`config.mk`:
```
export PLATFORM = sky130hd
export DESIGN_NAME = cam_stream_gen
export DESIGN_NICKNAME = d
export VERILOG_FILES = /design/src/rtl/cam_stream_gen.sv
export SDC_FILE = /design/constraint.sdc
export NUM_CORES = 1
export LEC_CHECK = 0
export CAP_MARGIN = 25
export CORE_MARGIN = 3
export CORE_UTILIZATION = 33
export CTS_BUF_LIST = sky130_fd_sc_hd__clkbuf_8
export DETAILED_ROUTE_END_ITERATION = 8
export DONT_BUFFER_PORTS = 1
export PLACE_DENSITY = 0.53
export SLEW_MARGIN = 20
export SYNTH_ARGS = -nofsm -noshare
export SYNTH_HDL_FRONTEND = slang
export SYNTH_SLANG_ARGS = --single-unit
```
`constraint.sdc`:
```
create_clock -name clk -period 5.8 [get_ports clk]
set_input_delay 0.58 -clock clk [delete_from_list [all_inputs] [get_ports clk]]
set_output_delay 0.58 -clock clk [all_outputs]
set_load 0.03 [all_outputs]
```
`src/rtl/cam_stream_gen.sv`:
```
// OV7670-style parallel video source: replays a frame buffer as pclk/vsync/href/data
// (RGB555, two bytes per pixel), fetching each pixel one byte period ahead of use.
module cam_stream_gen #(
  parameter int H_ACTIVE    = 640,
  parameter int H_BLANK     = 144,
  parameter int V_ACTIVE    = 480,
  parameter int VSYNC_LINES = 3,
  parameter int V_BACK      = 17,
  parameter int V_FRONT     = 10,
  parameter int PCLK_DIV    = 4
) (
  input  logic        clk,
  input  logic        rst,
  input  logic        en,
  output logic        pix_rd,
  output logic [8:0]  pix_row,
  output logic [9:0]  pix_col,
  input  logic [14:0] pix_data,
  output logic        pclk,
  output logic        vsync,
  output logic        href,
  output logic [7:0]  data,
  output logic        frame_done,
  output logic        busy
);

  localparam int L    = 2*H_ACTIVE + H_BLANK;
  localparam int HALF = PCLK_DIV/2;
  localparam int PW   = $clog2(PCLK_DIV);

  typedef enum logic [2:0] {S_IDLE, S_VSYNC, S_VBACK, S_ACTIVE, S_VFRONT} state_t;

  // Successor of a state, skipping zero-length states; S_IDLE means "frame over".
  // Called with S_IDLE it returns the first state of a frame.
  function automatic state_t after(input state_t s);
    state_t r;
    r = S_IDLE;
    case (s)
      S_IDLE:   r = (VSYNC_LINES > 0) ? S_VSYNC : (V_BACK > 0) ? S_VBACK :
                    (V_ACTIVE > 0) ? S_ACTIVE : S_VFRONT;
      S_VSYNC:  r = (V_BACK > 0) ? S_VBACK : (V_ACTIVE > 0) ? S_ACTIVE :
                    (V_FRONT > 0) ? S_VFRONT : S_IDLE;
      S_VBACK:  r = (V_ACTIVE > 0) ? S_ACTIVE : (V_FRONT > 0) ? S_VFRONT : S_IDLE;
      S_ACTIVE: r = (V_FRONT > 0) ? S_VFRONT : S_IDLE;
      default:  r = S_IDLE;
    endcase
    return r;
  endfunction

  function automatic logic [9:0] last_line(input state_t s);
    logic [9:0] r;
    r = '0;
    case (s)
      S_VSYNC:  r = 10'(VSYNC_LINES - 1);
      S_VBACK:  r = 10'(V_BACK - 1);
      S_ACTIVE: r = 10'(V_ACTIVE - 1);
      S_VFRONT: r = 10'(V_FRONT - 1);
      default:  r = '0;
    endcase
    return r;
  endfunction

  state_t        state, state_nx;
  logic [PW-1:0] ph, ph_nx;
  logic [10:0]   byte_cnt, byte_nx;
  logic [9:0]    line_cnt, line_nx;
  logic [14:0]   pix_hold, cur_pix;
  logic          rd_d1;
  logic          tick, upd, frame_end, fetch, last_ln;
  logic [8:0]    f_row;
  logic [9:0]    f_col;
  logic          vsync_nx, href_nx, pclk_nx;
  logic [7:0]    data_nx;

  always_ff @(posedge clk or posedge rst) begin
    if (rst) state <= S_IDLE;
    else     state <= state_nx;
  end

  always_comb begin
    state_nx  = state;
    ph_nx     = ph;
    byte_nx   = byte_cnt;
    line_nx   = line_cnt;
    frame_end = 1'b0;
    fetch     = 1'b0;
    f_row     = pix_row;
    f_col     = pix_col;
    upd       = 1'b0;
    tick      = (ph == PW'(PCLK_DIV - 1));
    last_ln   = (line_cnt == last_line(state));

    if (state == S_IDLE) begin
      ph_nx = '0;
      upd   = 1'b1;
      if (en) begin
        state_nx = after(S_IDLE);
        byte_nx  = '0;
        line_nx  = '0;
      end
    end else begin
      ph_nx = tick ? '0 : ph + 1'b1;
      if (tick) begin
        upd = 1'b1;
        if (byte_cnt == 11'(L - 1)) begin
          byte_nx = '0;
          if (last_ln) begin
            line_nx  = '0;
            state_nx = after(state);
            if (state_nx == S_IDLE) begin
              frame_end = 1'b1;
              state_nx  = en ? after(S_IDLE) : S_IDLE;
            end
          end else begin
            line_nx = line_cnt + 10'd1;
          end
        end else begin
          byte_nx = byte_cnt + 11'd1;
        end
      end

      // Fetch is issued so that pix_rd lands on the pclk rising clk of the
      // period just before the pixel's first byte.
      if (ph == PW'(HALF - 1)) begin
        if (state == S_ACTIVE && byte_cnt[0] && byte_cnt < 11'(2*H_ACTIVE - 1)) begin
          fetch = 1'b1;
          f_row = line_cnt[8:0];
          f_col = 10'((byte_cnt + 11'd1) >> 1);
        end else if (byte_cnt == 11'(L - 1)) begin
          if (state == S_ACTIVE && !last_ln) begin
            fetch = 1'b1;
            f_row = 9'(line_cnt + 10'd1);
            f_col = '0;
          end else if (last_ln && state != S_ACTIVE && after(state) == S_ACTIVE) begin
            fetch = 1'b1;
            f_row = '0;
            f_col = '0;
          end
        end
      end
    end

    // Even bytes may need the pixel arriving this very clk; odd bytes use the held copy.
    cur_pix  = rd_d1 ? pix_data : pix_hold;
    vsync_nx = (state_nx == S_VSYNC);
    href_nx  = (state_nx == S_ACTIVE) && (byte_nx < 11'(2*H_ACTIVE));
    data_nx  = '0;
    if (href_nx) data_nx = byte_nx[0] ? pix_hold[7:0] : {1'b0, cur_pix[14:8]};
    pclk_nx  = (state_nx != S_IDLE) && (ph_nx >= PW'(HALF));
  end

  always_ff @(posedge clk or posedge rst) begin
    if (rst) begin
      ph         <= '0;
      byte_cnt   <= '0;
      line_cnt   <= '0;
      pclk       <= 1'b0;
      vsync      <= 1'b0;
      href       <= 1'b0;
      data       <= '0;
      pix_rd     <= 1'b0;
      pix_row    <= '0;
      pix_col    <= '0;
      rd_d1      <= 1'b0;
      pix_hold   <= '0;
      frame_done <= 1'b0;
      busy       <= 1'b0;
    end else begin
      ph         <= ph_nx;
      byte_cnt   <= byte_nx;
      line_cnt   <= line_nx;
      pclk       <= pclk_nx;
      frame_done <= frame_end;
      busy       <= (state_nx != S_IDLE);
      pix_rd     <= fetch;
      rd_d1      <= pix_rd;
      if (fetch) begin
        pix_row <= f_row;
        pix_col <= f_col;
      end
      if (rd_d1) pix_hold <= pix_data;
      if (upd) begin
        vsync <= vsync_nx;
        href  <= href_nx;
        data  <= data_nx;
      end
    end
  end

endmodule

```
# Word level (Yosys, flattened, before mapping)

Cells that the tools add are included.

$add $sub $neg: 3
Multiply operators: 0
Div/mod/pow operators: 0
Magnitude comparators: 3
Equality and inequality tests: 13
Shifts and indexed selects: 0
Muxes and demuxes: 53
Bitwise operators: 1
Reduce and logical (&&, ||, !) cells: 17

Operators by type and width:

| cell                  | number |
|---|---|
| $mux 10               | 9 |
| $mux 3                | 15 |
| $mux 11               | 4 |
| $mux 9                | 4 |
| $pmux 9 s4            | 1 |
| $lt 11x11->1 const B  | 2 |
| $mux 8                | 2 |
| $mux 15               | 1 |
| $mux 1                | 14 |
| $eq 3x2->1 const B    | 4 |
| $add 11x1->11 const B | 1 |
| $eq 11x11->1 const B  | 1 |
| $add 10x1->10 const B | 1 |
| $eq 10x10->1          | 1 |
| $pmux 3 s3            | 1 |
| $logic_and 1x1->1     | 7 |
| $eq 3x1->1 const B    | 2 |
| $logic_not 3->1       | 2 |
| $reduce_bool 2->1     | 3 |
| $reduce_bool 3->1     | 2 |
| $reduce_and 5->1      | 1 |
| $mux 2                | 2 |
| $eq 3x3->1 const B    | 1 |
| $ne 3x2->1 const B    | 1 |
| other kinds (8)       | 8 |

Register bits: 75
Latch bits: 0
Bits in writable memories: 0
Bits in read-only memories: 0
Input bits: 18
Output and inout port bits: 33
Word-level logic and storage cells: 106
Memories: 0

# Logic depth before layout (Yosys ltp)

Depth after elaboration: 19
Depth in mapped cells: 9
Mapped depth without buffers: 7

# Worst setup path before layout

Ideal clock, no wire load.

Kind: register -> register
Start: register byte_cnt[9]
End: register data[1]
Setup time: 122 ps
Data arrival time: 2,447 ps
Required time: 5,678 ps
Setup slack: 3,231 ps
Cell stages (with the launch flop): 9
Buffers on the path: 2
Period minus slack after synthesis: 2,569 ps
Path through: dfrtp_1 -> buf_2 -> or4b_4 -> or4_4 -> nand2_4 -> o21a_1 -> buf_6 -> mux2_1 -> a32o_1

Longest elaborated chain between the ends: 7
Elaborated cells on any way between the ends: 14
Those cells by class: add/sub: 1; order compare: 1; eq/ne: 2; mux: 9; reduce/logical: 1

RTL lines:

| element                                              | RTL line | RTL |
|---|---|---|
| start: declaration                                   | 65       | `logic [10:0] byte_cnt, byte_nx;` |
| start signal: assignment                             | 170      | `byte_cnt <= byte_nx;` |
| $add 11x1->11 / $eq 11x11->1 (equally long branches) | 118, 105 |  |
| $mux 11 / $mux 3 (equally long branches)             | 105      | `if (byte_cnt == 11'(L - 1)) begin` |
| $mux 11 / $mux 3 (equally long branches)             | 103      | `if (tick) begin` |
| $mux 11 / $mux 3 (equally long branches)             | 93       | `if (state == S_IDLE) begin` |
| $lt 11x11->1 / $eq 3x2->1 (equally long branches)    | 146      | `href_nx = (state_nx == S_ACTIVE) && (byte_nx < 11'(2*H_ACTIVE));` |
| $logic_and 1x1->1                                    | 146      |  |
| $mux 8 *                                             | 148      | `if (href_nx) data_nx = byte_nx[0] ? pix_hold[7:0] : {1'b0, cur_pix[14:8]};` |
| end signal: assignment                               | 185      | `data <= data_nx;` |
| end: declaration                                     | 22       | `output logic [7:0] data,` |

Mark *: on every way between the ends. The rest lies on a longest branch, timed or not.
A chain may end at the register's enable or synchronous reset.

# Final worst setup path

Start: register byte_cnt[0]
End: register data[0]

The elaborated chain is that of the path after synthesis.

==> flow_summary.yaml <==
run_status:
  status: "completed"
timing:
  layout_min_cycle_time_ns: 2.94
  fin_skew_ns: 0.0104
  setup_viol: 0
  hold_viol_final: 0
  fin_ws_ns: 2.86
  finalSetupTns_ns: 0
  rsz0062_at_grt: "no"
  worst_pin_slew_ns: 0.889
  timing.fmax_ghz: 0.340
  timing.final.crit_share_pct: 50.6
  relSlewSlack_pct: 40.8
  drv_slew: 0
clocking:
  cts_resized: 0
  clk_latency_ns: 0.36
  cts_made_buffers: 9
  cts_max_level: 3
  clk_path_buf_depth: 2
  cts_setup_buffers: 0
  cts_tree: "yes"
  root_buffer: "clkbuf_8"
  ctsHoldBuffers: 0
  clkTransAtPathRegs_ns: 0.09
  clkSinkCount: 75
power_and_ir_drop:
  clockPowerShare_pct: 40.9
  ir_drop_uv: 112
  internal-power_mw: 0.684
  swShare_pct: 24.5
  p_switching_mw: 0.222
  power.density_mw_per_mm2: 214
  p_comb_share_pct: 1.5
  p_seq_share_pct: 57.7
  leakagePower_nw: 1.85
placement:
  post-dp-hpwl_um: 6010
  dpl.cell_count: 501
  place_congestion: 0.834
  port-buffer-count: 0
  place_ws_ns: 2.72
floorplan:
  die_w_um: 115
  dieArea_mm2: 0.0133
  initial_core_util_pct: 34.1
  core.rowCount: 39
  core_mm2: 0.0115
  ioPinCount: 51
  die_h_um: 115
critical_path:
  crit_path_max_fanout: 9
  rr_worst_depth: 6
  end_kind: "register"
  path_class: "register to register"
  reg2reg_from: "byte_cnt[0]"
  start_kind: "register"
  reg2reg_to: "data[0]"
  worstPathArrival_ns: 3.18
  required_ns: 6.05
  rrSetupSlack_ns: 2.86
logic_synthesis:
  synth_cell_type_count: 64
  syn_area_mm2: 0.00393
  netlist_instances: 379
  yosysSeqAreaShare_pct: 47.7
  synth_edf_count: 0
  synth_nets: 401
  synth_top_area_cell: "dfrtp_1"
  syn_avg_cell_area_um2: 10.4
  synth_top_flop_cell: "dfrtp_1"
  synth_area_leaders: "dfrtp_1, mux2_1, mux2_2"
  ys_ff_latch: 75
  synthArstFlopShare_pct: 100
  ys_warn_count: 0
  synth_top_area_share_pct: 47.7
routing:
  drt_iter0_markers: 270
  viasPerCell: 5.55
  drt_first_pass_iters: 4
  vias: 2876
  routedWlPerCell_um: 16.9
  wl_um: 8750
  antenna_left: 0
  drcViolationCount: 0
job:
  drv_cap: 0
global_route:
  grt-ovfl-total: 0
  grt_pass1_vias: 2867
  grt_pass1_wl_um: 14600
  grt_util_all_layers_pct: 14.0
  antenna_found_initial: 0
  grt_max_degree: 76
layout:
  final_common_cell: "dfrtp_1"
  final_cells: 518
  area_growth_pct: 7.70
  final_cell_mix: "dfrtp_1, nand2_1, nor2_1, mux2_1, o21ai_0"
  drive_gt1_share_pct: 13.3
  finish.utilization_pct: 36.8
  nets: 392
  n_antenna_cell: 0
hold_path:
  worst_hold_path_type: "input port to async pin"
==> power groups by stage <==
stage                     registers [mW]  logic (mW)  clock network (mW)
after floorplan                    0.533     0.00797                   0
after global placement             0.533      0.0119                   0
after detailed placement           0.533      0.0122                   0
after CTS                          0.522      0.0120               0.384
after global routing               0.522      0.0158               0.407
final                              0.522      0.0134               0.370
==> stage by stage <==
step | area, µm² | hold slack (ns) | total power [mW]
after global routing | 4240 | 0.116 | 0.945
after global placement | 4030 | 0.469 | 0.545
final | 4240 | 0.125 | 0.906
after floorplan | 3930 | 0.444 | 0.541
after CTS | 4200 | 0.341 | 0.918
after detailed placement | 4030 | 0.481 | 0.545
==> critical path, cell delays in order, from the launching register on <==
cell	delay [ns]
dfrtp_1	0.46
ha_1	0.29
nand3_1	0.32
nor4_1	0.79
o21ai_0	0.26
o211a_1	0.40
a32o_1	0.31
==> synthesized netlist by cell type, types with 2 or more instances <==
cell type and n:
clkbuf_1 13, o31ai_1 5, nor2_1 28, mux2i_1 2
a32o_1 8, mux2_2 16, o22ai_1 3, or3_1 8
xnor2_1 6, o21ai_1 8, o21a_1 2, nand2_1 28
nor3_1 4, o2111ai_1 4, xor2_1 4, dfrtp_1 75
buf_4 2, and3_1 4, ha_1 4, o211ai_1 3
a22o_1 3, buf_2 8, o21ai_0 22, o2bb2ai_1 3
nor4_1 2, mux2_1 25, or4_1 5, nand4_1 3
o21bai_1 2, inv_1 15, nand3_1 16, a221oi_1 2
a21oi_1 13, and2_1 3
==> kinds of logic after synthesis <==
group                    share of synthesized area (%)
buffers and inverters                             4.45
AND/OR/NAND/NOR                                   15.8
flip-flops                                        47.7
multiplexers                                      12.2
XOR/XNOR                                          2.64
AO/OA/AOI/OAI                                     15.8
adder cells (fa/ha/maj)                           1.27
==> sequential cells by signal, summed over array words and instances, names as in the netlist, 2 cells and up <==
name and count:
state 3, pix_col 10, byte_cnt 11, pix_hold 15
line_cnt 10, data 8, ph 2, pix_row 9
==> metal layers <==
layer	GRT usage, %	routed length, µm
met1	18.6	4120
met2	21.3	3990
met3	5.32	530
met4	3.99	112
met5	0	0
==> cell type report <==
| cell class | instances | area, µm² |
|---|---|---|
| clock buffers | 9 | 124 |
| fillers | 1151 | 7280 |
| clock inverters | 7 | 53.8 |
| flip-flops and latches | 75 | 1880 |
| repair buffers | 4 | 50.0 |
| multi-input cells | 264 | 1890 |
| inverters | 16 | 61.3 |
| well taps | 143 | 179 |
==> worst max-delay path by stage <==
| stage | from | to | slack [ns] | cells past startpoint |
|---|---|---|---|---|
| 2_1_floorplan | byte_cnt[9] | data[1] | 3.23 | 8 |
| 3_3_place_gp | state[0] | pix_col[2] | 2.79 | 6 |
| 3_5_place_dp | state[0] | pix_col[4] | 2.72 | 6 |
| 4_1_cts | state[0] | pix_row[2] | 2.69 | 6 |
| 5_1_grt | byte_cnt[0] | data[5] | 2.66 | 6 |
| 6_report | byte_cnt[0] | data[0] | 2.86 | 6 |
No activity file was read; power rests on OpenSTA's default activity.
